File: src/rtl/multicycle_alu.sv
// ============================================================================
//  Module   : multicycle_alu
//  Purpose  : Valid/ready ALU; single-cycle ops plus iterative MUL/DIVU/REMU.
//  Revision : 1.0 - initial release
// ============================================================================
`default_nettype none

module multicycle_alu #(
    parameter int WIDTH = 32
) (
    input  logic             clk,
    input  logic             reset,
    input  logic             in_valid,
    output logic             in_ready,
    input  logic [4:0]       opcode,
    input  logic [WIDTH-1:0] a,
    input  logic [WIDTH-1:0] b,
    output logic             out_valid,
    input  logic             out_ready,
    output logic [WIDTH-1:0] y,
    output logic             zero
);

    localparam int c_shw = $clog2(WIDTH);
    localparam logic [c_shw-1:0] c_last = {c_shw{1'b1}};
    localparam logic [c_shw-1:0] c_one  = {{(c_shw-1){1'b0}}, 1'b1};

    localparam logic [1:0] c_idle = 2'd0;
    localparam logic [1:0] c_busy = 2'd1;
    localparam logic [1:0] c_done = 2'd2;

    localparam logic [4:0] c_op_sub  = 5'b10000;
    localparam logic [4:0] c_op_and  = 5'b00111;
    localparam logic [4:0] c_op_or   = 5'b00110;
    localparam logic [4:0] c_op_xor  = 5'b00100;
    localparam logic [4:0] c_op_sll  = 5'b00001;
    localparam logic [4:0] c_op_srl  = 5'b00101;
    localparam logic [4:0] c_op_sra  = 5'b10101;
    localparam logic [4:0] c_op_slt  = 5'b00010;
    localparam logic [4:0] c_op_sltu = 5'b00011;
    localparam logic [4:0] c_op_mul  = 5'b01000;
    localparam logic [4:0] c_op_divu = 5'b01100;
    localparam logic [4:0] c_op_remu = 5'b01110;

    logic [1:0]       r_state;
    logic [WIDTH-1:0] r_a;
    logic [WIDTH-1:0] r_b;
    logic [WIDTH-1:0] r_acc;
    logic [c_shw-1:0] r_cnt;
    logic             r_is_mul;
    logic             r_is_rem;
    logic [WIDTH-1:0] r_y;
    logic             r_zero;

    logic [WIDTH-1:0] w_alu;
    logic [c_shw-1:0] w_sh;
    logic             w_multi;
    logic [WIDTH-1:0] w_mul_acc;
    logic [WIDTH:0]   w_rem_sh;
    logic [WIDTH:0]   w_diff;
    logic             w_ge;
    logic [WIDTH-1:0] w_rem_nx;
    logic [WIDTH-1:0] w_quo_nx;
    logic [WIDTH-1:0] w_mc;

    assign w_sh    = b[c_shw-1:0];
    assign w_multi = (opcode == c_op_mul) || (opcode == c_op_divu) || (opcode == c_op_remu);

    // Single-cycle results come straight from the accepted inputs; unknown opcodes add.
    always_comb begin
        w_alu = a + b;
        case (opcode)
            c_op_sub:  w_alu = a - b;
            c_op_and:  w_alu = a & b;
            c_op_or:   w_alu = a | b;
            c_op_xor:  w_alu = a ^ b;
            c_op_sll:  w_alu = a << w_sh;
            c_op_srl:  w_alu = a >> w_sh;
            c_op_sra:  w_alu = $signed(a) >>> w_sh;
            c_op_slt:  w_alu = {{(WIDTH-1){1'b0}}, ($signed(a) < $signed(b))};
            c_op_sltu: w_alu = {{(WIDTH-1){1'b0}}, (a < b)};
            default:   w_alu = a + b;
        endcase
    end

    // MUL: r_a is the left-shifting multiplicand, r_b[r_cnt] the current multiplier bit.
    // DIV: r_a shifts dividend bits out the top and quotient bits in the bottom,
    // r_acc is the partial remainder. A zero divisor naturally yields all-ones / a.
    assign w_mul_acc = r_acc + (r_b[r_cnt] ? r_a : {WIDTH{1'b0}});
    assign w_rem_sh  = {r_acc, r_a[WIDTH-1]};
    assign w_diff    = w_rem_sh - {1'b0, r_b};
    assign w_ge      = ~w_diff[WIDTH];
    assign w_rem_nx  = w_ge ? w_diff[WIDTH-1:0] : w_rem_sh[WIDTH-1:0];
    assign w_quo_nx  = {r_a[WIDTH-2:0], w_ge};
    assign w_mc      = r_is_mul ? w_mul_acc : (r_is_rem ? w_rem_nx : w_quo_nx);

    always_ff @(posedge clk) begin
        if (reset) begin
            r_state  <= c_idle;
            r_a      <= '0;
            r_b      <= '0;
            r_acc    <= '0;
            r_cnt    <= '0;
            r_is_mul <= 1'b0;
            r_is_rem <= 1'b0;
            r_y      <= '0;
            r_zero   <= 1'b1;
        end else begin
            case (r_state)
                c_idle: begin
                    if (in_valid) begin
                        r_a      <= a;
                        r_b      <= b;
                        r_acc    <= '0;
                        r_cnt    <= '0;
                        r_is_mul <= (opcode == c_op_mul);
                        r_is_rem <= (opcode == c_op_remu);
                        if (w_multi) begin
                            r_state <= c_busy;
                        end else begin
                            r_y     <= w_alu;
                            r_zero  <= (w_alu == '0);
                            r_state <= c_done;
                        end
                    end
                end
                c_busy: begin
                    r_cnt <= r_cnt + c_one;
                    r_a   <= r_is_mul ? (r_a << 1) : w_quo_nx;
                    r_acc <= r_is_mul ? w_mul_acc : w_rem_nx;
                    if (r_cnt == c_last) begin
                        r_y     <= w_mc;
                        r_zero  <= (w_mc == '0);
                        r_state <= c_done;
                    end
                end
                c_done: begin
                    if (out_ready) begin
                        r_state <= c_idle;
                    end
                end
                default: r_state <= c_idle;
            endcase
        end
    end

    assign in_ready  = (r_state == c_idle);
    assign out_valid = (r_state == c_done);
    assign y         = r_y;
    assign zero      = r_zero;

endmodule

`default_nettype wire
File: config.mk
export PLATFORM = sky130hd
export DESIGN_NAME = multicycle_alu
export DESIGN_NICKNAME = d
export VERILOG_FILES = /design/src/rtl/multicycle_alu.sv
export SDC_FILE = /design/constraint.sdc
export NUM_CORES = 1
export LEC_CHECK = 0
export ABC_AREA = 1
export CORE_AREA = 5 5 268 270
export CTS_CLUSTER_DIAMETER = 200
export DETAILED_ROUTE_END_ITERATION = 10
export DIE_AREA = 0 0 273 275
export HOLD_SLACK_MARGIN = 0.15
export PLACE_DENSITY_LB_ADDON = 0.25
export RECOVER_POWER = 50
export SYNTH_ARGS = -nofsm -noshare
export SYNTH_HDL_FRONTEND = slang
export SYNTH_SLANG_ARGS = --single-unit
File: constraint.sdc
create_clock -name clk -period 3.9 [get_ports clk]
set_input_delay 0.78 -clock clk [delete_from_list [all_inputs] [get_ports clk]]
set_output_delay 0.78 -clock clk [all_outputs]
set_load 0.005 [all_outputs]
==> results of run 1 <==
[cell usage after synthesis, drive strengths merged (9+ instances only)]
master | instances | share of area (%)
inv | 468 | 8.3
dfxtp | 138 | 13
or2 | 14 | 0.41
nand4 | 53 | 1.6
nor3 | 48 | 1.2
a21oi | 396 | 9.6
ha | 162 | 9.5
a21o | 13 | 0.46
nand3 | 359 | 8.6
o21ai | 298 | 7.0
buf | 71 | 1.8
o21bai | 17 | 0.60
a31oi | 41 | 1.2
o211ai | 59 | 2.1
nand3b | 12 | 0.42
xnor2 | 9 | 0.37
clkbuf | 108 | 1.9
xor2 | 13 | 0.54
nor2 | 354 | 6.3
o21a | 18 | 0.64
nand2 | 1244 | 22
[layer usage]
| layer | track usage [%] | share of wire [%] |
|---|---|---|
| met1 | 42.5 | 39 |
| met2 | 59.1 | 45 |
| met3 | 4.43 | 6.0 |
| met4 | 26.6 | 9.4 |
| met5 | 0 | 0.041 |
[what timing repair did]
item / in CTS / in global routing
setup endpoints to repair: 35 / 41
setup buffers: 2 / 13
resized for setup: 43 / 147
pin swaps: 6 / 36
cloned: 0 / 3
[worst reg2reg max path: cells and delay by family, from the launching register on]
| family | cells | cell delay, ps |
|---|---|---|
| and+or+nand+nor | 15 | 1750 |
| AOI/OAI and AO/OA | 6 | 740 |
| buffers and inverters | 4 | 620 |
| adders and majority gates | 1 | 380 |
| DFF | 1 | 360 |
[registers in the layout, summed over array words and instances, names as in the netlist]
name,count
r_a,32
r_acc,32
r_b,32
y,32
r_cnt,5
r_state,2
r_is_mul,1
r_is_rem,1
zero,1
[worst min-delay path by stage]
| stage | depth (start not counted) | to |
|---|---|---|
| global route | 2 | y[9] |
| detailed placement | 2 | y[3] |
| global placement | 2 | y[3] |
| floorplan | 2 | r_b[3] |
| finish | 2 | y[3] |
| CTS | 2 | y[3] |
[area by class of cell]
cell class                      count  area [um2]  share of cell area (%)
Multi-Input combinational cell   3160       16500                    53.4
Timing Repair Buffer              999        8080                    26.1
Sequential cell                   138        2770                    8.95
Inverter                          474        1780                    5.76
Tap cell                          940        1180                    3.80
Clock buffer                       18         439                    1.42
Clock inverter                     14         148                   0.477
Antenna cell                        3        7.51                  0.0243
[metrics by stage]
step           setup slack, ps  hold WS, ps
5_1_grt                   -246          483
3_3_place_gp              -702          457
3_5_place_dp              -697          457
6_report                 -83.3          463
4_1_cts                   2.99          469
2_1_floorplan             15.5          447
[layout by cell type, fill, tap and decap left out, drive strengths merged, types with 24 or more instances in the layout]
master         count
ha               162
nor3              48
o211ai            59
dlygate4sd3       35
clkbuf            24
nand4             53
buf              890
inv              478
o21ai            298
nand2           1244
nor2             354
clkdlybuf4s50     66
a31oi             41
a21oi            396
nand3            359
dfxtp            138
[kinds of logic after synthesis]
family / synth area share, %
AO/OA/AOI/OAI: 22.6
XOR/XNOR: 0.906
adder cells (fa/ha/maj): 9.91
buffers and inverters: 12.0
flip-flops: 13.0
multiplexers: 0.282
AND/OR/NAND/NOR: 41.3
[power groups by stage]
stage          logic, uW  clock network [uW]  registers (uW)
5_1_grt             4120                1730            1610
4_1_cts             3750                1680            1600
3_5_place_dp        3710                   0            1630
3_3_place_gp        3740                   0            1630
2_1_floorplan       1640                   0            1600
6_report            3880                1660            1600
==> flow_summary.json, run 1 <==
{
  "wl_mm": 140,
  "critPathCapture": "zero",
  "critical_path.max_stage_delay_ps": 510,
  "hold_violations": 0,
  "grt_pass1_wl_mm": 197,
  "crit_cells": 21,
  "fin_skew_ps": 14.9,
  "leakage_uw": 0.0157,
  "antenna_found_initial": 7,
  "syn_to_final_growth_pct": 45.4,
  "htree_levels": 4,
  "path_delay_family": "simple AND/OR/NAND/NOR gates",
  "synth_edf_count": 0,
  "ys_seq_area_share_pct": 13.0,
  "drt_iter0_drc": 2887,
  "clock_power_share_pct": 23.3,
  "die_h_um": 275,
  "rr_worst_depth": 26,
  "syn_inst": 3951,
  "crit_start": "b[14]",
  "clk_path_buf_depth": 2,
  "finalMaxSlewViolations": 103,
  "rows": 97,
  "setup_viol_count_final": 1,
  "crit_chain": "clkdlybuf4s50_1 -> inv_1 -> ha_1 -> buf_12 -> inv_1 -> a21oi_1 -> o21ai_0 -> nor2_1 -> nand2_1 -> buf_4 -> o21ai_0 -> nand2_1 -> nor2_1 -> nand2_1 -> nor2_1 -> nand2_1 -> nor2_1 -> nand4_1 -> nand2_1 -> nand2_1 -> nand2_1",
  "fmax_mhz": 251,
  "syn-cell-area_um2": 21300,
  "initial_utilization_pct": 30.7,
  "power_uw": 7140,
  "combPwrFrac_pct": 54.3,
  "final_area_um2": 30900,
  "path_buf_inv": 5,
  "io_buffers": 107,
  "ys.flop_type": "dfxtp_1",
  "syn_nets": 4190,
  "cts.sinks": 138,
  "ant_nets": 0,
  "path_clk_slew_ps": 60,
  "clock_latency_ps": 440,
  "r2r-start": "r_cnt[0]",
  "power_density_nw_per_um2": 231,
  "layout_min_cycle_time_ps": 3980,
  "hp-class": "reg2reg",
  "place_inst": 5693,
  "setup_tns_ps": -83.3,
  "num-nets-final": 5029,
  "slew_headroom_pct": -60.9,
  "fill_cells": 7670,
  "synth_seq_cells": 138,
  "numCtsBuffers": 17,
  "grt_pass1_vias": 28800,
  "final.setup.worst_slack_ps": -83.3,
  "critPathLaunchType": "input port",
  "postSynth.asyncResetShare_pct": 0,
  "ios": 108,
  "peakVddDrop_uv": 227,
  "rsz0062_at_grt": "true",
  "slowest_stage": "clkdlybuf4s50_1",
  "wl_per_cell_um": 24.4,
  "maxCapViolations": 2,
  "r2r_end": "zero",
  "worstMarginPinSlew_ps": 2410,
  "holdBufCountCts": 0,
  "cts_tree": "done",
  "end_kind": "flip-flop",
  "p_int_uw": 4000,
  "crit_top_cell": "nand2_1",
  "overflow": 0,
  "grtUsageTotal_pct": 35.7,
  "worstPathRequired_ps": 4280,
  "switching_share_pct": 44.0,
  "synth_area_per_cell_um2": 5.38,
  "ys_types": 51,
  "crit_type": "in2reg",
  "dpl_cell_area_um2": 29600,
  "drc_errors": 0,
  "arrival_ps": 4360,
  "drive_above_1_share_pct": 23.9,
  "layoutNonFillerInstCount": 5746,
  "min_from": "y[3]",
  "power_frac_seq_pct": 22.4,
  "avgViaCountPerCell": 5.30,
  "violations": "capacitance limit, slew limit, setup timing",
  "firstDrtPassIters": 6,
  "dpl.hpwl_mm": 119,
  "crit_fanout": 6,
  "num_vias": 30500,
  "period_share_pct": 102,
  "yosysWarnings": 0,
  "p_sw_uw": 3140,
  "final_util_pct": 44.6,
  "grt_max_degree": 83,
  "status": "complete, but fails checks",
  "die-area_um2": 75100,
  "dieWidth_um": 273,
  "place.gp.congestion": 1.08,
  "r2r_slack_ps": 0,
  "ctsRootBufferMaster": "clkbuf_16",
  "core_um2": 69300
}
Note: power is estimated with default switching activity, not from simulation.
==> run 2, diff against run 1 <==
- CORE_AREA: 5 5 268 270 -> 5 5 224 226
- DIE_AREA: 0 0 273 275 -> 0 0 229 231
==> run 2 against run 1 <==
Compared with the run above: the flow still finishes with violations (capacitance limit, slew limit, setup timing); maximum frequency decreased by 1.3%; sequential power about the same; setup slack got worse by 55 ps; final cell count decreased by 9.0%; non-clock buffer count decreased by 199; critical path type is now reg2reg; largest cell class unchanged; highest routed layer unchanged.
==> flow_summary.json, run 2 (same netlist as run 1, synthesis figures left out) <==
{
  "status": "complete, but fails checks",
  "violations": "capacitance limit, slew limit, setup timing",
  "hp-class": "reg2reg",
  "ctsRootBufferMaster": "clkbuf_16",
  "grt_max_degree": 109,
  "place_inst": 5163,
  "wl_per_cell_um": 24.5,
  "final_cell_mix": "nand2_1, buf_4, inv_1",
  "rows": 81,
  "grt_pass1_wl_mm": 181,
  "drt_iter0_drc": 3917,
  "core_um2": 48100,
  "critPathLaunchType": "flip-flop",
  "layout_min_cycle_time_ps": 4040,
  "ant_nets": 0,
  "holdWs_ps": 458,
  "critical_path.max_stage_delay_ps": 400,
  "rsz0062_at_grt": "true",
  "worstPathRequired_ps": 4310,
  "slew_headroom_pct": -63.7,
  "dpl_cell_area_um2": 27500,
  "place.gp.congestion": 1.15,
  "power_density_nw_per_um2": 237,
  "syn_to_final_growth_pct": 36.5,
  "finalMaxSlewViolations": 103,
  "crit_fanout": 6,
  "io_buffers": 107,
  "firstDrtPassIters": 7,
  "wl_mm": 128,
  "final.setup.worst_slack_ps": -138,
  "leakage_uw": 0.0148,
  "end_kind": "flip-flop",
  "crit_top_cell": "nand2_1",
  "dpl.hpwl_mm": 104,
  "num-nets-final": 4831,
  "numCtsBuffers": 17,
  "antenna_found_initial": 4,
  "fin_skew_ps": 19.9,
  "peakVddDrop_uv": 250,
  "maxCapViolations": 2,
  "overflow": 0,
  "hold_violations": 0,
  "worstMarginPinSlew_ps": 2460,
  "grt_pass1_vias": 28700,
  "layout_commonest_cell": "nand2_1",
  "drive_above_1_share_pct": 20.9,
  "avgViaCountPerCell": 5.90,
  "arrival_ps": 4450,
  "clk_path_buf_depth": 2,
  "path_clk_slew_ps": 80,
  "cts.sinks": 138,
  "period_share_pct": 104,
  "clock_latency_ps": 460,
  "htree_levels": 4,
  "num_vias": 30800,
  "slowest_stage": "dfxtp_4",
  "crit_type": "reg2reg",
  "dieWidth_um": 229,
  "fmax_mhz": 248,
  "drc_errors": 0,
  "holdBufCountCts": 0,
  "initial_utilization_pct": 44.2,
  "die_h_um": 231,
  "final_area_um2": 29000,
  "cts_tree": "done",
  "grtUsageTotal_pct": 45.6,
  "ios": 108,
  "fill_cells": 4934,
  "layoutNonFillerInstCount": 5228,
  "setup_viol_count_final": 5,
  "die-area_um2": 52900
}
run 2: critical path, delay by kind of cell, from the launching register on:
kind	cells	cell delay, ps
adders and majority gates	1	300
AOI/OAI and AO/OA	3	600
and+or+nand+nor	20	1880
DFF	1	400
buffers and inverters	6	780
run 2: per-stage QoR:
| stage | total power, uW | utilization (%) | TNS [ps] | setup WS, ps |
|---|---|---|---|---|
| after floorplan | 3240 | - | 0 | 15.5 |
| after global placement | 5030 | 57.1 | -1250 | -507 |
| after detailed placement | 5030 | 57.1 | -1640 | -487 |
| after CTS | 6640 | 58.3 | 0 | 2.39 |
| after global routing | 7120 | 60.3 | -4530 | -375 |
| final | 6870 | 60.3 | -414 | -138 |
run 2: layer usage:
metal | share of wire [%] | global-route usage [%]
met5 | 0.018 | 0
met4 | 12 | 40.2
met3 | 10 | 9.47
met2 | 42 | 71.6
met1 | 36 | 52.5
run 2: repair_timing:
action | CTS | global route
setup endpoints to repair | 8 | 40
cloned | 0 | 5
pin swaps | 0 | 78
resized for setup | 5 | 206
buffers inserted | 0 | 28
endpoints found under the hold margin | 0 | 0
run 2: final timing paths:
kind	start	to	slack, ps	depth (start not counted)
setup / recovery	r_cnt[0]	zero	-140	30
hold / removal	y[24]	y[24]	460	2
setup reg to reg	r_cnt[0]	zero	-140	30
hold reg to reg	y[24]	y[24]	460	2
run 2: final cells by class:
type	count	area (um2)	area share, %
repair inverters	1	7.51	0.0259
diodes	1	2.50	0.00862
clock inverters	15	140	0.483
multi-input cells	3160	16600	57.2
flip-flops and latches	138	2770	9.53
well taps	622	778	2.68
inverters	474	1780	6.14
clock buffers	17	425	1.47
repair buffers	800	6530	22.5
run 2: report_power, final:
| group | leakage, uW | total, uW | switching, uW | internal, uW |
|---|---|---|---|---|
| clock | 0.000266 | 1620 | 731 | 886 |
| combinational | 0.0134 | 3660 | 2270 | 1390 |
| sequential | 0.00113 | 1600 | 78.8 | 1520 |
==> run 3, diff against run 2 <==
- CORE_AREA: 5 5 224 226 -> 4 4 223 225
- DIE_AREA: 0 0 229 231 -> 0 0 227 229
==> run 3 against run 2 <==
Compared with the run above: the flow still finishes with violations (capacitance limit, slew limit, setup timing); clock skew is 3.2 ps lower; global-route usage down 0.18 points; highest routed layer unchanged; critical endpoint is now y[26]; flip-flop and latch count did not move; critical path type unchanged.
==> flow_summary.json, run 3 (same netlist as run 1, synthesis figures left out) <==
{
  "numCtsBuffers": 17,
  "io_buffers": 107,
  "rr_worst_depth": 31,
  "overflow": 0,
  "r2r-start": "r_cnt[0]",
  "hp-class": "reg2reg",
  "period_share_pct": 105,
  "drc_errors": 0,
  "drt_iter0_drc": 3931,
  "cts_tree": "done",
  "ctsRootBufferMaster": "clkbuf_16",
  "holdWs_ps": 461,
  "rows": 80,
  "slowest_stage": "dfxtp_4",
  "worstMarginPinSlew_ps": 2560,
  "dieWidth_um": 227,
  "min_path_cells": 2,
  "r2r_slack_ps": -190,
  "layout_commonest_cell": "nand2_1",
  "ant_nets": 0,
  "core_um2": 47500,
  "status": "complete, but fails checks",
  "place.gp.congestion": 1.11,
  "r2r_end": "y[26]",
  "final_cell_mix": "nand2_1, buf_4, inv_1",
  "worstPathRequired_ps": 4210,
  "avgViaCountPerCell": 5.92,
  "die-area_um2": 52000,
  "cts.sinks": 138,
  "antenna_found_initial": 8,
  "critPathLaunchType": "flip-flop",
  "crit_fanout": 7,
  "violations": "capacitance limit, slew limit, setup timing",
  "power_uw": 6890,
  "grt_pass1_vias": 28600,
  "slew_headroom_pct": -70.8,
  "num_vias": 30800,
  "end_kind": "flip-flop",
  "fmax_mhz": 244,
  "path_clk_slew_ps": 70,
  "min_from": "y[24]",
  "layout_min_cycle_time_ps": 4090,
  "crit_start": "r_cnt[0]",
  "power_density_nw_per_um2": 235,
  "initial_utilization_pct": 44.7,
  "grt_max_degree": 73,
  "final.setup.worst_slack_ps": -191,
  "arrival_ps": 4400,
  "clock_latency_ps": 470,
  "hold_end": "y[24]",
  "drive_above_1_share_pct": 22.0,
  "num-nets-final": 4815,
  "peakVddDrop_uv": 294,
  "finalMaxSlewViolations": 65,
  "crit_type": "reg2reg",
  "wl_per_cell_um": 24.0,
  "ios": 108,
  "rsz0062_at_grt": "true",
  "dpl.hpwl_mm": 102,
  "setup_viol_count_final": 7,
  "firstDrtPassIters": 10,
  "fill_cells": 4814,
  "wl_mm": 125,
  "syn_to_final_growth_pct": 37.9,
  "hold_violations": 0,
  "clk_path_buf_depth": 2,
  "grtUsageTotal_pct": 45.4,
  "fin_skew_ps": 16.7,
  "grt_pass1_wl_mm": 177,
  "htree_levels": 4,
  "critical_path.max_stage_delay_ps": 410,
  "die_h_um": 229,
  "leakage_uw": 0.0148,
  "maxCapViolations": 1
}
## run 3: changes by cell type in the layout (fill, tap and decap cells not counted), moves of 8 or more
cell	delta
a21oi_1	-8
a21oi_2	+9
buf_4	-26
buf_6	+13
ha_1	-10
ha_4	+10
nor2_1	-16
nor2_4	+9
o21ai_0	-9
o21ai_1	+10
## run 3: how the worst max path moves through the flow
stage,to,cells past startpoint,slack [ps]
2_1_floorplan,zero,32,20
3_3_place_gp,zero,20,-370
3_5_place_dp,zero,22,-390
4_1_cts,y[24],31,10
5_1_grt,zero,34,-350
6_report,y[26],31,-190
## run 3: layout make-up
| cell class | instances | area, um2 | share of cell area, % |
|---|---|---|---|
| sequential | 138 | 2770 | 9.44 |
| antenna | 3 | 7.51 | 0.0256 |
| clock buffer | 18 | 429 | 1.46 |
| timing repair buffer | 785 | 6450 | 22.0 |
| clock inverter | 14 | 161 | 0.550 |
| tap | 615 | 769 | 2.62 |
| inverter | 474 | 1790 | 6.12 |
| multi-input combinational | 3160 | 16900 | 57.8 |
## run 3: metal layers
layer	wire (um)	share of wire, %	vias to the layer above	GRT usage [%]
met3	12500	10	634	9.94
met4	14000	11	2	38.2
li1	-	-	14200	-
met1	44200	35	14000	52.1
met2	54200	43	2009	71.5
met5	37	0.030	-	0
## run 3: stage by stage
stage | TNS (ps) | cell area [um2] | std cells | worst slack (ps) | utilization, %
final | -698 | 29300 | 5207 | -191 | 61.7
after global routing | -4100 | 29300 | 5204 | -352 | 61.7
after CTS | 0 | 28000 | 5171 | 11.4 | 58.9
after floorplan | 0 | 21300 | 3951 | 15.5 | -
after detailed placement | -2280 | 27300 | 5134 | -390 | 57.5
after global placement | -1710 | 27300 | 5134 | -367 | 57.5
## run 3: power by group
part,internal [uW],switching [uW]
registers,1520,74.5
logic,1390,2210
clock network,957,734
## run 3: repair_timing
action / CTS / global route
endpoints found under the setup margin: 24 / 42
cloned: 0 / 5
resized for setup: 29 / 282
buffers inserted: 5 / 28
hold buffers: 0 / 0
pin swaps: 6 / 100
## run 3: worst max-delay path, delay by kind of cell (launching register included)
family | cells | cell delay, ps
AOI/OAI and AO/OA | 7 | 880
and+or+nand+nor | 12 | 1200
buffers and inverters | 11 | 1200
adders and majority gates | 1 | 240
DFF | 1 | 410
